`src/rtl/sram_burst_master.sv`:
```
// Burst engine: turns burst commands plus a write stream into single-beat SRAM port accesses; returns read data as a stream.
// Latency: write beat hits SRAM in its handshake cycle; read data reaches rd_data 2 cycles after issue (FWFT FIFO); done 1 cycle after last beat/pop.
// Backpressure: wr_ready only in WRITE; read issue throttled so fifo_count + inflight never exceeds FIFO_DEPTH, so no read data is dropped.
module sram_burst_master #(
   parameter int DATA_WIDTH = 32,
   parameter int ADDR_WIDTH = 22,
   parameter int LEN_WIDTH  = 16,
   parameter int FIFO_DEPTH = 4
) (
   input  logic                  clk,
   input  logic                  rst,
   input  logic                  cmd_valid,
   output logic                  cmd_ready,
   input  logic                  cmd_write,
   input  logic [ADDR_WIDTH-1:0] cmd_addr,
   input  logic [LEN_WIDTH-1:0]  cmd_len,
   input  logic                  wr_valid,
   output logic                  wr_ready,
   input  logic [DATA_WIDTH-1:0] wr_data,
   output logic                  rd_valid,
   input  logic                  rd_ready,
   output logic [DATA_WIDTH-1:0] rd_data,
   output logic                  done,
   output logic                  busy,
   output logic                  sram_en,
   output logic                  sram_we,
   output logic [ADDR_WIDTH-1:0] sram_addr,
   output logic [DATA_WIDTH-1:0] sram_din,
   input  logic [DATA_WIDTH-1:0] sram_dout
);
   localparam int PW = $clog2(FIFO_DEPTH);
   localparam logic [PW:0] DEPTH_C = (PW+1)'(FIFO_DEPTH);

   typedef enum logic [1:0] {IDLE, WRITE, READ, DRAIN} state_t;

   state_t                state_q, state_d;
   logic [ADDR_WIDTH-1:0] cur_addr_q, cur_addr_d;
   logic [LEN_WIDTH-1:0]  remaining_q, remaining_d;
   logic                  inflight_q, inflight_d;
   logic                  done_q, done_d;
   logic [ADDR_WIDTH-1:0] addr_hold_q, addr_hold_d;
   logic [DATA_WIDTH-1:0] din_hold_q, din_hold_d;
   logic [DATA_WIDTH-1:0] fifo_mem_q [FIFO_DEPTH];
   logic [PW-1:0]         wr_ptr_q, wr_ptr_d, rd_ptr_q, rd_ptr_d;
   logic [PW:0]           count_q, count_d;
   logic                  push, pop, wr_issue, rd_issue, rd_room;

   // Read-return FIFO bookkeeping: the inflight beat is always pushed, head is shown directly
   always_comb begin
      push     = inflight_q;
      rd_valid = (count_q != '0);
      rd_data  = fifo_mem_q[rd_ptr_q];
      pop      = rd_valid && rd_ready;
      wr_ptr_d = push ? wr_ptr_q + 1'b1 : wr_ptr_q;
      rd_ptr_d = pop  ? rd_ptr_q + 1'b1 : rd_ptr_q;
      count_d  = count_q;
      if (push && !pop) begin
         count_d = count_q + 1'b1;
      end else if (!push && pop) begin
         count_d = count_q - 1'b1;
      end
      // Room must cover both stored words and the read already on its way back
      rd_room  = (count_q + {{PW{1'b0}}, inflight_q}) < DEPTH_C;
   end

   // Burst FSM: next state, address/length stepping and handshakes
   always_comb begin
      state_d     = state_q;
      cur_addr_d  = cur_addr_q;
      remaining_d = remaining_q;
      inflight_d  = 1'b0;
      done_d      = 1'b0;
      cmd_ready   = 1'b0;
      wr_ready    = 1'b0;
      wr_issue    = 1'b0;
      rd_issue    = 1'b0;
      unique case (state_q)
         IDLE: begin
            cmd_ready = 1'b1;
            if (cmd_valid) begin
               cur_addr_d  = cmd_addr;
               remaining_d = cmd_len;
               if (cmd_len == '0) begin
                  done_d = 1'b1;
               end else begin
                  state_d = cmd_write ? WRITE : READ;
               end
            end
         end
         WRITE: begin
            wr_ready = 1'b1;
            if (wr_valid) begin
               wr_issue    = 1'b1;
               cur_addr_d  = cur_addr_q + 1'b1;
               remaining_d = remaining_q - 1'b1;
               if (remaining_q == LEN_WIDTH'(1)) begin
                  state_d = IDLE;
                  done_d  = 1'b1;
               end
            end
         end
         READ: begin
            if (rd_room) begin
               rd_issue    = 1'b1;
               inflight_d  = 1'b1;
               cur_addr_d  = cur_addr_q + 1'b1;
               remaining_d = remaining_q - 1'b1;
               if (remaining_q == LEN_WIDTH'(1)) begin
                  state_d = DRAIN;
               end
            end
         end
         DRAIN: begin
            // Finish in the cycle of the last pop so done follows it immediately
            if (!inflight_q && count_d == '0) begin
               state_d = IDLE;
               done_d  = 1'b1;
            end
         end
         default: state_d = IDLE;
      endcase
   end

   // SRAM port drive: address/data follow the issue, otherwise hold their last value
   always_comb begin
      sram_en     = wr_issue || rd_issue;
      sram_we     = wr_issue;
      sram_addr   = sram_en ? cur_addr_q : addr_hold_q;
      sram_din    = wr_issue ? wr_data : din_hold_q;
      addr_hold_d = sram_addr;
      din_hold_d  = sram_din;
      busy        = (state_q != IDLE);
      done        = done_q;
   end

   // State registers; reset also discards any inflight read and FIFO contents
   always_ff @(posedge clk) begin
      if (rst) begin
         state_q     <= IDLE;
         cur_addr_q  <= '0;
         remaining_q <= '0;
         inflight_q  <= 1'b0;
         done_q      <= 1'b0;
         addr_hold_q <= '0;
         din_hold_q  <= '0;
         wr_ptr_q    <= '0;
         rd_ptr_q    <= '0;
         count_q     <= '0;
      end else begin
         state_q     <= state_d;
         cur_addr_q  <= cur_addr_d;
         remaining_q <= remaining_d;
         inflight_q  <= inflight_d;
         done_q      <= done_d;
         addr_hold_q <= addr_hold_d;
         din_hold_q  <= din_hold_d;
         wr_ptr_q    <= wr_ptr_d;
         rd_ptr_q    <= rd_ptr_d;
         count_q     <= count_d;
      end
   end

   // FIFO storage, written with the returning SRAM word
   always_ff @(posedge clk) begin
      if (push) begin
         fifo_mem_q[wr_ptr_q] <= sram_dout;
      end
   end
endmodule

```
`config.mk`:
```
export PLATFORM = sky130hd
export DESIGN_NAME = sram_burst_master
export DESIGN_NICKNAME = d
export VERILOG_FILES = /design/src/rtl/sram_burst_master.sv
export SDC_FILE = /design/constraint.sdc
export NUM_CORES = 1
export LEC_CHECK = 0
export BUFFER_PORTS_ARGS = -buffer_cell sky130_fd_sc_hd__clkbuf_2
export CELL_PAD_IN_SITES_DETAIL_PLACEMENT = 0
export CELL_PAD_IN_SITES_GLOBAL_PLACEMENT = 1
export CORE_MARGIN = 2
export CORE_UTILIZATION = 44
export DETAILED_ROUTE_END_ITERATION = 10
export GPL_ROUTABILITY_DRIVEN = 0
export PLACE_DENSITY_LB_ADDON = 0.1
export SYNTH_ARGS = -nofsm -noshare
export SYNTH_HDL_FRONTEND = slang
export SYNTH_SLANG_ARGS = --single-unit
export TNS_END_PERCENT = 50
```
`constraint.sdc`:
```
create_clock -name clk -period 6.2 [get_ports clk]
set_clock_uncertainty 0.1 [all_clocks]
set_input_delay 1.24 -clock clk [delete_from_list [all_inputs] [get_ports clk]]
set_output_delay 1.24 -clock clk [all_outputs]
set_load 0.005 [all_outputs]
```
==> metrics <==
CTS hold repair buffers 0; CTS buffer count 25; status finished clean; compound-gate portion of the synthesized area 9.262%; post-layout min period 3870 ps; min-delay src remaining_q[6]; Combinational Power Share 36.9%; register area share after synthesis 59.24%; NumNets Final 1,091; Synth Area in XOR/XNOR 0.5236%; Clock Path Buffers 3; gr usage total 18.29%; die area 0.02404 sq mm; Slew Viols, Final 0; Internal Power 3.546 mW; adder-cell share of the synthesized area 1.745%; Seq pwr share 37.4%; vias in the first global route 6,971; Yosys top cell by area edfxtp_1; Multi-input gate area 0.003810 sq mm; vias per inst 5.392; setup TNS 0 ps; Post-Synth Simple-Gate Area 12.17%; # port buffers 200; initial antenna violation count 1; Worst Setup Path Type flip-flop to output pin; CTS Root Cell clkbuf_16; Lkg Pwr 4.622 nW; Worst Path Required 4860 ps; flops & latches, synth 233; Vias 6,858; Placed Area 0.01126 sq mm; switching share of power 34.93%; Synth Cell Area 0.01004 sq mm; Post-synth EDFFs 128; row count 55; crit path DAT 2530 ps; first-pass GRT wire length 35,610 microns; R2R cell count 6; clock slew at reported path FFs 60 ps; worst slew pin tran 934.0 ps; f_max 0.2584 GHz; fill count 1,964; Period Utilization, post-route 62.42%; Core ar. 0.02250 sq mm; R2R Path Start state_q[1]; RSZ-0062 raised after global routing false; max_cap viols 0; switching power 1.903 mW; Ys Warns 0; post-synth cell types 67; hold depth 2; final WL 22,390 microns; Setup crit start kind flip-flop; CP endpoint kind output pin; layout cells sized above 1 35.36%; largest family of logic cells by synthesized area multiplexers; mux share of post-synthesis cell area 14.21%; Setup Buffers After CTS 0; DR iter-0 viols 261; drt drc 0; r2r endpoint remaining_q[3]; Die Y 155.0 microns; top_reg_cell synth edfxtp_1; Largest stage delay, worst path 650 ps; clock sinks 233; Final Instance Area 0.01204 sq mm; Pre-Repair DR Iteration Count 4; largest net degree at the start of global routing 59; Gate Count Post-Synth 780; Initial Utilization 44.60%; H-tree depth 1; Hold Fails Final Rpt 0; Synthesized Nets 902; grt ovf 0; CTS resizes 0; Final Hold Slack 391.1 ps; Post-Syn Area per Cell 12.87 sq um; Critical Path, Cell by Cell and3_4 > xnor2_1 > a21oi_2 > buf_4 > mux2_2 > clkbuf_2; FF/Latch Area 0.005947 sq mm; CP delay by family, top flip-flops; Slowest cell on crit path dfxtp_1; R2R Setup Slk 3450 ps; DR WL/cell 17.60 microns; hold crit path type flip-flop to flip-flop; TritonCTS clock tree yes; Syn-to-layout area delta 19.91%; boundary pin count 201; Skew-Pair Late Insertion Delay 510 ps; headroom to the max-slew limit 37.60%; remaining antenna violation count 0; Async S/R FF share, synth 0%; dpl hpwl 14,680 microns; Synth top area share 38.29%; Inserted Diodes 0; Crit Path Max Fanout 23; worst vdd ir 225.9 uV; clock network fraction of total power 25.7%; pwr dens 452.7 mW/mm^2; worst hold endpoint remaining_q[6]; die width 155.0 microns; top cells by area, synth edfxtp_1 (38%), dfxtp_1 (21%), mux4_2 (7.2%); Worst Path Buf+Inv 2; final setup fails 0
[power groups by stage]
stage	clock (mW)	sequential, mW	combinational, mW
2_1_floorplan	0	2.00	1.50
3_3_place_gp	0	2.06	1.98
3_5_place_dp	0	2.07	2.03
4_1_cts	1.44	2.04	2.04
5_1_grt	1.50	2.07	2.25
6_report	1.40	2.04	2.01
[worst max-delay path by stage]
stage	cells after the start	to	slack, ps	from
finish	6	sram_addr[20]	2330	inflight_q
global route	6	sram_addr[19]	2150	inflight_q
CTS	6	sram_addr[20]	2280	inflight_q
detailed placement	7	sram_addr[20]	2390	wr_valid
global placement	7	sram_addr[20]	2410	wr_valid
floorplan	5	sram_addr[10]	2620	wr_valid
[flip-flops by register name (all words and copies together) (netlist names), named ones only]
| signal | flops |
|---|---|
| addr_hold_q | 22 |
| count_q | 3 |
| cur_addr_q | 22 |
| din_hold_q | 32 |
| done | 1 |
| fifo_mem_q | 128 |
| inflight_q | 1 |
| rd_ptr_q | 2 |
| remaining_q | 16 |
| state_q | 2 |
| wr_ptr_q | 2 |
[logic make-up (layout without fill, tap and decap cells)]
kind of cell	after synthesis	after routing
compound gates	145	145
xor+xnor	6	6
simple gates	218	218
fa+ha+maj	14	14
flops	233	233
mux	95	95
buf+inv	69	276
[per-layer routing]
metal  GRT usage (%)  share of wire (%)  vias up
met2           32.63                 50      214
met1           22.60                 42     3305
li1                -                  -     3309
met5               0                  0        -
met4           4.277                1.6        0
met3           4.178                6.6       30
[final cells by class]
type	count	area share [%]
inverter	22	0.6861
multi-input combinational	478	31.66
clock inverter	10	0.6446
sequential	233	49.41
clock buffer	35	5.759
timing repair buffer	209	8.878
tap	285	2.963
[Yosys cell counts (2+ instances only)]
library cell	n
mux2_1	2
or3_1	2
and4b_1	2
ha_1	14
nand3_1	16
a211oi_1	8
buf_4	3
nor2b_1	14
inv_1	20
o21ai_0	44
nand4_1	7
a21oi_1	44
xnor2_1	4
or4_1	3
mux4_2	32
nor3b_1	2
nor4_2	2
edfxtp_1	128
a31oi_1	7
o311a_1	2
o22ai_1	3
o21a_1	3
mux2_2	54
buf_1	2
and3_1	8
a21o_1	2
mux2i_1	6
o211ai_1	2
xor2_1	2
a311oi_1	5
and2_1	63
buf_2	13
nand3b_1	2
nand2_1	38
o31a_1	2
o31ai_1	4
clkbuf_1	29
nand2b_1	3
a41oi_1	2
dfxtp_1	105
o2bb2ai_1	4
nor3_1	11
nor4_1	13
nor2_1	24
or2_2	2
[cells in the final DEF (no fill, tap or decap), drive strengths merged, types with 9 or more instances in the layout]
cell type and instances:
clkbuf 235, edfxtp 128, dfxtp 105, and2 63, mux2 57, a21oi 45
o21ai 44, nand2 38, mux4 32, nor2 24, inv 21, nand3 16
nor4 15, nor2b 14, ha 14, nor3 12, buf 9, a211oi 9
and3 9
[through the flow]
step / power [mW] / instances / util (%) / setup slack (ps)
floorplan: 3.503 / 780 / - / 2621
global placement: 4.037 / 1227 / 50.06 / 2409
detailed placement: 4.099 / 1227 / 50.06 / 2392
CTS: 5.513 / 1272 / 53.48 / 2281
global route: 5.821 / 1272 / 53.48 / 2149
finish: 5.449 / 1272 / 53.48 / 2330
[worst min-delay path: stages, from the launching register on]
cell and delay [ps]:
dfxtp_1 310, o21ai_0 70, a21oi_1 60
Note: power is estimated with default switching activity, not from simulation.
